### src/rtl/down_count_timer_pkg.sv
// Shared constants for the down-count timer:
// state encoding and default counter width.
package down_count_timer_pkg;

    localparam logic ST_IDLE  = 1'b0;
    localparam logic ST_COUNT = 1'b1;

    localparam int DEFAULT_WIDTH = 4;

endpackage

### src/rtl/down_count_stage.sv
// One bit of the down counter: synchronous load, borrow-driven toggle,
// borrow ripple to the next more significant bit.
module down_count_stage
    import down_count_timer_pkg::*;
(
    input  logic clk,
    input  logic reset,
    input  logic ld,
    input  logic ld_bit,
    input  logic dec,
    input  logic bin,
    output logic q_bit,
    output logic bout
);

    logic q_q;
    logic q_d;

    // Next bit value: load wins, otherwise toggle when a borrow arrives.
    always_comb begin
        q_d = q_q;
        if (ld) begin
            q_d = ld_bit;
        end else if (dec && bin) begin
            q_d = ~q_q;
        end
    end

    // Bit register, falling-edge with async clear.
    always_ff @(negedge clk or posedge reset) begin
        if (reset) begin
            q_q <= 1'b0;
        end else begin
            q_q <= q_d;
        end
    end

    assign q_bit = q_q;
    assign bout  = bin & ~q_q;

endmodule

### src/rtl/down_count_timer.sv
// Loadable down-counter with one-shot / auto-reload modes.
// Borrow out of the MSB doubles as the at-zero expiry detect.
module down_count_timer
    import down_count_timer_pkg::*;
#(
    parameter int WIDTH       = DEFAULT_WIDTH,
    parameter int AUTO_RELOAD = 0
) (
    input  logic             clk,
    input  logic             reset,
    input  logic             start,
    input  logic             abort,
    input  logic             en,
    input  logic [WIDTH-1:0] load_val,
    output logic [WIDTH-1:0] q,
    output logic             busy,
    output logic             expire
);

    logic             state_q;
    logic             state_d;
    logic [WIDTH-1:0] reload_q;
    logic [WIDTH-1:0] reload_d;
    logic             expire_q;
    logic             expire_d;

    logic             req;
    logic             expiry;
    logic             dec;
    logic             ld;
    logic [WIDTH-1:0] ld_val;
    logic [WIDTH:0]   borrow;

    // A count request reaches the chain only when nothing outranks it.
    assign req = (state_q == ST_COUNT) && en && !abort && !start;

    // A borrow out of the MSB means the request hit q==0.
    assign borrow[0] = req;
    assign expiry    = borrow[WIDTH];
    assign dec       = req && !expiry;

    // FSM, load mux and reload capture; abort > start > count.
    always_comb begin
        state_d  = state_q;
        reload_d = reload_q;
        expire_d = 1'b0;
        ld       = 1'b0;
        ld_val   = load_val;
        if (abort) begin
            state_d = ST_IDLE;
            ld      = 1'b1;
            ld_val  = '0;
        end else if (start) begin
            state_d  = ST_COUNT;
            reload_d = load_val;
            ld       = 1'b1;
        end else if (expiry) begin
            expire_d = 1'b1;
            if (AUTO_RELOAD != 0) begin
                ld     = 1'b1;
                ld_val = reload_q;
            end else begin
                state_d = ST_IDLE;
            end
        end
    end

    // Control registers, falling-edge with async clear.
    always_ff @(negedge clk or posedge reset) begin
        if (reset) begin
            state_q  <= ST_IDLE;
            reload_q <= '0;
            expire_q <= 1'b0;
        end else begin
            state_q  <= state_d;
            reload_q <= reload_d;
            expire_q <= expire_d;
        end
    end

    for (genvar i = 0; i < WIDTH; i++) begin : g_bit
        down_count_stage u_stage (
            .clk    (clk),
            .reset  (reset),
            .ld     (ld),
            .ld_bit (ld_val[i]),
            .dec    (dec),
            .bin    (borrow[i]),
            .q_bit  (q[i]),
            .bout   (borrow[i+1])
        );
    end

    assign busy   = (state_q == ST_COUNT);
    assign expire = expire_q;

endmodule

### config.mk
export PLATFORM = sky130hd
export DESIGN_NAME = down_count_timer
export DESIGN_NICKNAME = d
export VERILOG_FILES = /design/src/rtl/down_count_timer_pkg.sv /design/src/rtl/down_count_stage.sv /design/src/rtl/down_count_timer.sv
export SDC_FILE = /design/constraint.sdc
export NUM_CORES = 1
export LEC_CHECK = 0
export CORE_AREA = 3 3 40 42
export DETAILED_ROUTE_END_ITERATION = 6
export DIE_AREA = 0 0 43 45
export SYNTH_ARGS = -nofsm -noshare
export SYNTH_HDL_FRONTEND = slang
export SYNTH_HIERARCHICAL = 1
export SYNTH_SLANG_ARGS = --single-unit
### constraint.sdc
create_clock -name clk -period 1.9 [get_ports clk]
set_input_delay 0.19 -clock clk [delete_from_list [all_inputs] [get_ports clk]]
set_output_delay 0.19 -clock clk [all_outputs]
set_load 0.01 [all_outputs]
==> results by group, run 1 <==
Placement
  – Port Buf Inserts: 14
  – HPWL Detailed: 690 um
  – Dpl ws: -1500 ps
  – GP Congestion: 0.697
  – Placed cell area: 633 sq um

Setup path
  – Critical path class: input port to flop
  – Path depth of the worst reg2reg path: 9
  – Required time of the critical path: between 1000 and 1500 ps
  – Crit Path Max Fanout: 8
  – R2r endpoint: g_bit[1].u_stage/q_bit$_DFFE_NP0P_
  – Crit end category: flop
  – Register-to-register setup slack: -160 ps
  – Startpoint types: input port
  – FF-to-FF Start: busy$_DFFE_NP0P_
  – Crit path arrival time: 1830 ps

Cells and area
  – Syn-to-layout area delta: 85.1%
  – Design area: 762 sq um
  – Commonest non-fill, non-tap cells in the layout: buf_4 (17), inv_1 (6), dfrtn_1 (6), buf_2 (6)
  – Fillers: 123
  – Fin nets: 91
  – Layout cells sized above 1: 53.8%
  – Antenna Cells: 0
  – Commonest non-fill, non-tap cell in the layout: buf_4
  – Final Core Density: 59.3%

Min path
  – Worst hold path class: flop to flop
  – Hold Path Origin: g_bit[3].u_stage/q_bit$_DFFE_NP0P_
  – Hold endpoint: g_bit[3].u_stage/q_bit$_DFFE_NP0P_
  – Hold depth: 2

Route
  – Drt drc: 0
  – Routed WL per cell: 11.5 um
  – First-pass DRT Iterations: 2
  – Antenna violation net count after detailed routing: 0
  – Initial drt markers: 2
  – Final wirelength: 1090 um
  – Vias per cell: 4.51
  – Via count: 428

Clock tree
  – Root Buffer: clkbuf_4
  – CTS Buf Count: 3
  – H-tree levels: 1
  – Clk sinks: 6
  – Reg clk slew, reported paths: ~40 ps
  – CTS tree: done
  – CTS max path bufs: 2
  – Clk_lat worst skew: ~260 ps
  – Hold buffers post-CTS: 0

Timing
  – Worst Hold Slack: 615 ps
  – Final worst-path setup slack: -774 ps
  – Fin. Hold Viols: 0
  – Final setup violation count: 11
  – Max-slew headroom: 72.1%
  – Worst Max-Slew Pin Slew: between 400 and 500 ps
  – RSZ-0062 raised after global routing: yes
  – Slew Viols, Final: 0
  – Final Skew: a little over 3 ps

Global route
  – Initial antenna violation count: 0
  – First-pass GRT wire length: between 1500 and 2000 um
  – Remaining global-route overflow: 0
  – GRT Total Usage: between 10% and 20%
  – Vias in the first global route: between 300 and 400
  – Largest net degree at the start of global routing: 14

Die
  – Core area: roughly 1300 sq um
  – Die W: ~43 um
  – Die height: 45 um
  – Row Count: 13
  – Initial Utilization: 32.0%
  – Die area: 1940 sq um
  – Ports: 15

Yosys
  – Synth Instances: 43
  – Synth warnings: 6
  – Synthesized area: approximately 400 sq um
  – Syn Area/Cell: 9.57 sq um
  – Seq cells post-synth: 6
  – Post-synth top area cell: dfrtn_1
  – Seq/Total Area, Yosys: 36.5%
  – Ranking of synthesized cells by area: dfrtn_1 (36%), and4bb_1 (15%), a221o_1 (9.7%)
  – Synthesized Nets: 52
  – Post-synth top area share: 36.5%
  – Netlist cell types: 13

Status
  – Violated checks: setup timing
  – Status: finished with violations

Power
  – Worst IR drop on VDD: 0.185 mV
  – P per Cell Area: 473 nW/um^2
  – Leakage power: 0.414 nW

Job
  – Number of max-cap violations: 0
[registers in the layout (all words and copies together), names as in the netlist]
name                 cells
busy                     1
expire                   1
g_bit.u_stage/q_bit      4
[cells by family after synthesis]
kind of cell    share of synthesized area (%)
compound gates                           10.9
simple gates                             46.2
flops                                    36.5
buf+inv                                  6.38
[synth_stat cells]
library cell / count
a221o_1: 4
dfrtn_1: 6
a21oi_1: 1
and4bb_1: 5
or2_1: 1
inv_1: 7
and2b_2: 4
nand2b_1: 1
and2_1: 1
nor2_1: 1
nand2_1: 4
nor2b_1: 4
and2b_1: 4
[worst max-delay path, cell delays in order]
cell and delay [ps]:
buf_6 90, and4bb_1 280, nor2b_4 150, nor2b_4 140, nor2b_4 160, nor2b_4 150
inv_2 40, and2_4 150, and4bb_1 190, a221o_1 260
[worst max path at each step]
stage           from                            endpoint  depth (start not counted)
6_report       start  g_bit[1].u_stage/q_bit$_DFFE_NP0P_                         10
5_1_grt        start  g_bit[0].u_stage/q_bit$_DFFE_NP0P_                         10
4_1_cts        abort  g_bit[1].u_stage/q_bit$_DFFE_NP0P_                         10
3_5_place_dp   start  g_bit[3].u_stage/q_bit$_DFFE_NP0P_                         10
3_3_place_gp   start  g_bit[1].u_stage/q_bit$_DFFE_NP0P_                         10
2_1_floorplan  start  g_bit[1].u_stage/q_bit$_DFFE_NP0P_                          9
[metal layers]
metal	routed length, um	share of wire, %	vias up	track usage [%]
li1	-	-	221	-
met2	489	45	13	18.0
met1	503	46	190	16.6
met5	0	0	-	0
met4	40	3.7	0	12.7
met3	58	5.3	4	1.20
[where the power goes]
group | switching (mW) | internal (mW)
combinational | 0.0351 | 0.0597
sequential | 0.00469 | 0.137
clock | 0.0523 | 0.0719
total | 0.0921 | 0.269
[per-stage QoR]
step	power [mW]	std cells	TNS, ps
6_report	0.361	95	-4020
3_5_place_dp	0.228	79	-8840
4_1_cts	0.360	92	-4390
2_1_floorplan	0.176	43	-4460
5_1_grt	0.380	95	-4720
3_3_place_gp	0.227	79	-8880
[final cells by class]
type / count / area (sq um) / area share, %
well taps: 15 / 18.8 / 2.46
repair buffers: 34 / 269 / 35.3
multi-input cells: 30 / 275 / 36.1
inverters: 7 / 26.3 / 3.45
clock buffers: 3 / 22.5 / 2.96
flip-flops and latches: 6 / 150 / 19.7
[timing repair]
item / in CTS / in global routing
pin swaps: 3 / 3
buffers inserted: 15 / 6
resized for setup: 47 / 4
endpoints found under the setup margin: 12 / 12
Note: power is estimated with default switching activity, not from simulation.
==> inputs of run 2 (changes only) <==
--- a/config.mk
+++ b/config.mk
@@ -5,6 +5,7 @@
 export SDC_FILE = /design/constraint.sdc
 export NUM_CORES = 1
 export LEC_CHECK = 0
+export ABC_CLOCK_PERIOD_IN_PS = 1900
 export CORE_AREA = 3 3 40 42
 export DETAILED_ROUTE_END_ITERATION = 6
 export DIE_AREA = 0 0 43 45
==> results of run 2 <==
Same layout as run 1: the final DEF is identical, and so are final timing and power.
==> inputs of run 3 (changes only) <==
--- a/config.mk
+++ b/config.mk
@@ -6,9 +6,13 @@
 export NUM_CORES = 1
 export LEC_CHECK = 0
 export ABC_CLOCK_PERIOD_IN_PS = 1900
-export CORE_AREA = 3 3 40 42
+export CELL_PAD_IN_SITES_DETAIL_PLACEMENT = 1
+export CELL_PAD_IN_SITES_GLOBAL_PLACEMENT = 1
+export CORE_AREA = 3 3 44 46
 export DETAILED_ROUTE_END_ITERATION = 6
-export DIE_AREA = 0 0 43 45
+export DIE_AREA = 0 0 47 49
+export PLACE_DENSITY_LB_ADDON = 0.1
+export SLEW_MARGIN = 20
 export SYNTH_ARGS = -nofsm -noshare
 export SYNTH_HDL_FRONTEND = slang
 export SYNTH_HIERARCHICAL = 1
==> run 3 against run 2 <==
  * The run still ends with setup timing left
  * Clock power rose by 7%
  * Critical path depth unchanged
  * Flip-flop and latch count unchanged
  * First-iteration DRC count shrank 100%
  * Sequential power barely moved
  * Via count increased by 6.3%
  * Register-to-register slack hardly changed
  * Clock skew increased by 1.9 ps
  * Non-clock buffer count did not move
  * Global-route usage is 0.62 points higher
  * Design area decreased by 0.33%
  * Die area is 19% higher
  * Largest cell class unchanged
  * Largest power group unchanged
==> results by group, run 3 (synthesis gave the netlist of run 1 again) <==
Route
  – First-pass DRT Iterations: 1 (-1)
  – Initial drt markers: 0 (-2)
  – Drt drc: 0 (unchanged)
  – Antenna violation net count after detailed routing: 0 (unchanged)
  – Routed WL per cell: 13.4 um (+17%)
  – Final wirelength: 1290 um (+18%)
  – Via count: 455 (+6.3%)
  – Vias per cell: 4.74 (+5.2%)

Power
  – Clock power share: 35.9% (+1.5 points)
  – Internal power: 0.268 mW (about the same)
  – Sequential Power Share: 38.2% (-1.1 points)
  – Net switching power: 0.101 mW (+9.5%)
  – Leakage power: 0.415 nW (about the same)
  – P per Cell Area: 486 nW/um^2 (+2.7%)
  – Overall power: 0.369 mW (+2.4%)
  – Combinational Power Share: 25.9% (-0.4 points)
  – Worst IR drop on VDD: 0.265 mV (+43%)
  – Switching Fraction: 27.3% (+1.8 points)

Placement
  – GP Congestion: 0.694 (-0.42%)
  – Port Buf Inserts: 14 (unchanged)
  – Placed cell area: 657 sq um (+3.8%)
  – HPWL Detailed: 875 um (+27%)

Timing
  – Final worst-path setup slack: -767 ps (+7.33 ps)
  – Max-slew headroom: 74.9% (+2.8 points)
  – Final setup violation count: 11 (unchanged)
  – Final Skew: 4.97 ps (+1.91 ps)
  – Worst Max-Slew Pin Slew: 376 ps (-42.3 ps)
  – Slew Viols, Final: 0 (unchanged)
  – Fin. Hold Viols: 0 (unchanged)
  – RSZ-0062 raised after global routing: yes

Clock tree
  – Hold buffers post-CTS: 0 (unchanged)
  – Root Buffer: clkbuf_4
  – Reg clk slew, reported paths: 40 ps (about the same)
  – Clk sinks: 6 (unchanged)
  – CTS tree: done
  – H-tree levels: 1 (unchanged)
  – CTS max path bufs: 2 (unchanged)
  – CTS Buf Count: 3 (unchanged)
  – Clk_lat worst skew: 270 ps (about the same)

Cells and area
  – Syn-to-layout area delta: 84.5%
  – Max FFs per register: 4 (unchanged)
  – Commonest non-fill, non-tap cell in the layout: buf_4
  – Commonest non-fill, non-tap cells in the layout: buf_4 (20), inv_1 (6), dfrtn_1 (6), buf_2 (6)
  – Antenna Cells: 0 (unchanged)
  – Design area: 759 sq um (-0.33%)
  – Layout cells sized above 1: 53.8% (unchanged)
  – Fin nets: 91 (unchanged)

Die
  – Row Count: 14 (+1)
  – Die area: 2300 sq um (+19%)
  – Ports: 15 (unchanged)
  – Core area: 1540 sq um (+20%)
  – Die height: 49 um (+8.9%)
  – Die W: 47 um (+9.3%)
  – Initial Utilization: 26.7% (-5.3 points)

Global route
  – GRT Total Usage: 13.3% (+0.62 points)
  – Initial antenna violation count: 0 (unchanged)
  – Remaining global-route overflow: 0 (unchanged)
  – Largest net degree at the start of global routing: 13 (-1)
  – Vias in the first global route: 475 (+23%)
  – First-pass GRT wire length: 2100 um (+22%)

Min path
  – Worst hold path class: flop to flop

Setup path
  – Buf/Inv on CP: 2 (unchanged)
  – Cell chain of the critical path: buf_6 > and4bb_1 > nor2b_4 > nor2b_4 > nor2b_4 > nor2b_4 > inv_2 > and2_4 > and4bb_1 > a221o_1
  – Crit Path Max Fanout: 6 (-2)
  – Crit-path max cell delay: 280 ps (about the same)
  – Crit path arrival time: 1820 ps (about the same)
  – Startpoint types: input port
  – Required time of the critical path: 1050 ps (about the same)
  – Crit end category: flop
  – Most frequent CP cell: nor2b_4
  – Critical Path Slowest Stage Cell: and4bb_1
  – CP top delay family: simple AND/OR/NAND/NOR gates
  – Critical path class: input port to flop

Job
  – Number of max-cap violations: 0 (unchanged)

Status
  – Violated checks: setup timing
  – Status: finished with violations
==> run 3: changes by cell type in the layout (fill, tap and decap cells not counted) <==
cell	delta
buf_4	+3
buf_6	-3
clkbuf_2	-1
clkdlybuf4s15_1	+1
nand2b_1	-1
nand2b_4	+1
nor2_2	+1
nor2_4	-1
==> run 3: power by group through the flow <==
| stage | clock (mW) | combinational (mW) | sequential (mW) |
|---|---|---|---|
| CTS | 0.135 | 0.0904 | 0.141 |
| floorplan | 0 | 0.0272 | 0.149 |
| finish | 0.133 | 0.0958 | 0.141 |
| global route | 0.152 | 0.105 | 0.142 |
| global placement | 0 | 0.0876 | 0.144 |
| detailed placement | 0 | 0.0882 | 0.144 |
==> run 3: routing by layer <==
layer	global-route usage [%]	vias up	part of all wire [%]
li1	-	223	-
met1	16.6	215	44
met2	18.6	13	46
met3	4.06	4	7.2
met4	9.68	0	3.0
met5	0	-	0
==> run 3: worst reg2reg max path, cell delays in order, from the launching register on <==
cell,delay (ps)
dfrtn_1,410
and4bb_1,230
nor2b_4,150
nor2b_4,140
nor2b_4,160
nor2b_4,160
inv_2,40
and2_4,150
and4bb_1,190
a221o_1,260
==> run 3: area by class of cell <==
cell class              count  area [sq um]
repair buffers             34           263
clock buffers               3          22.5
fillers                   188           782
multi-input cells          30           278
flip-flops and latches      6           150
inverters                   7          26.3
well taps                  16          20.0
==> run 3: what timing repair did <==
action                                  CTS  global route
setup buffers                             6             5
hold endpoints to repair                  0             0
pin swaps                                 3             4
endpoints found under the setup margin   12            12
resized for setup                        42             2
==> run 3: worst paths after layout <==
check,from,to,slack (ps),depth (start not counted)
setup / recovery,start,g_bit[2].u_stage/q_bit$_DFFE_NP0P_,-770,10
hold / removal,busy$_DFFE_NP0P_,busy$_DFFE_NP0P_,610,3
setup reg to reg,busy$_DFFE_NP0P_,g_bit[2].u_stage/q_bit$_DFFE_NP0P_,-170,9
hold reg to reg,busy$_DFFE_NP0P_,busy$_DFFE_NP0P_,610,3
max in group asynchronous,reset,expire$_DFF_NP0_,670,2
min in group asynchronous,reset,g_bit[0].u_stage/q_bit$_DFFE_NP0P_,1050,2
==> run 3: through the flow <==
step	setup WS (ps)	TNS, ps	hold WS (ps)	instances	utilization [%]
floorplan	-925	-4460	549	43	-
CTS	-790	-3760	620	91	46.2
global route	-841	-4500	665	96	49.3
finish	-767	-3780	613	96	49.3
global placement	-1440	-8590	626	83	42.6
detailed placement	-1490	-8940	624	83	42.6
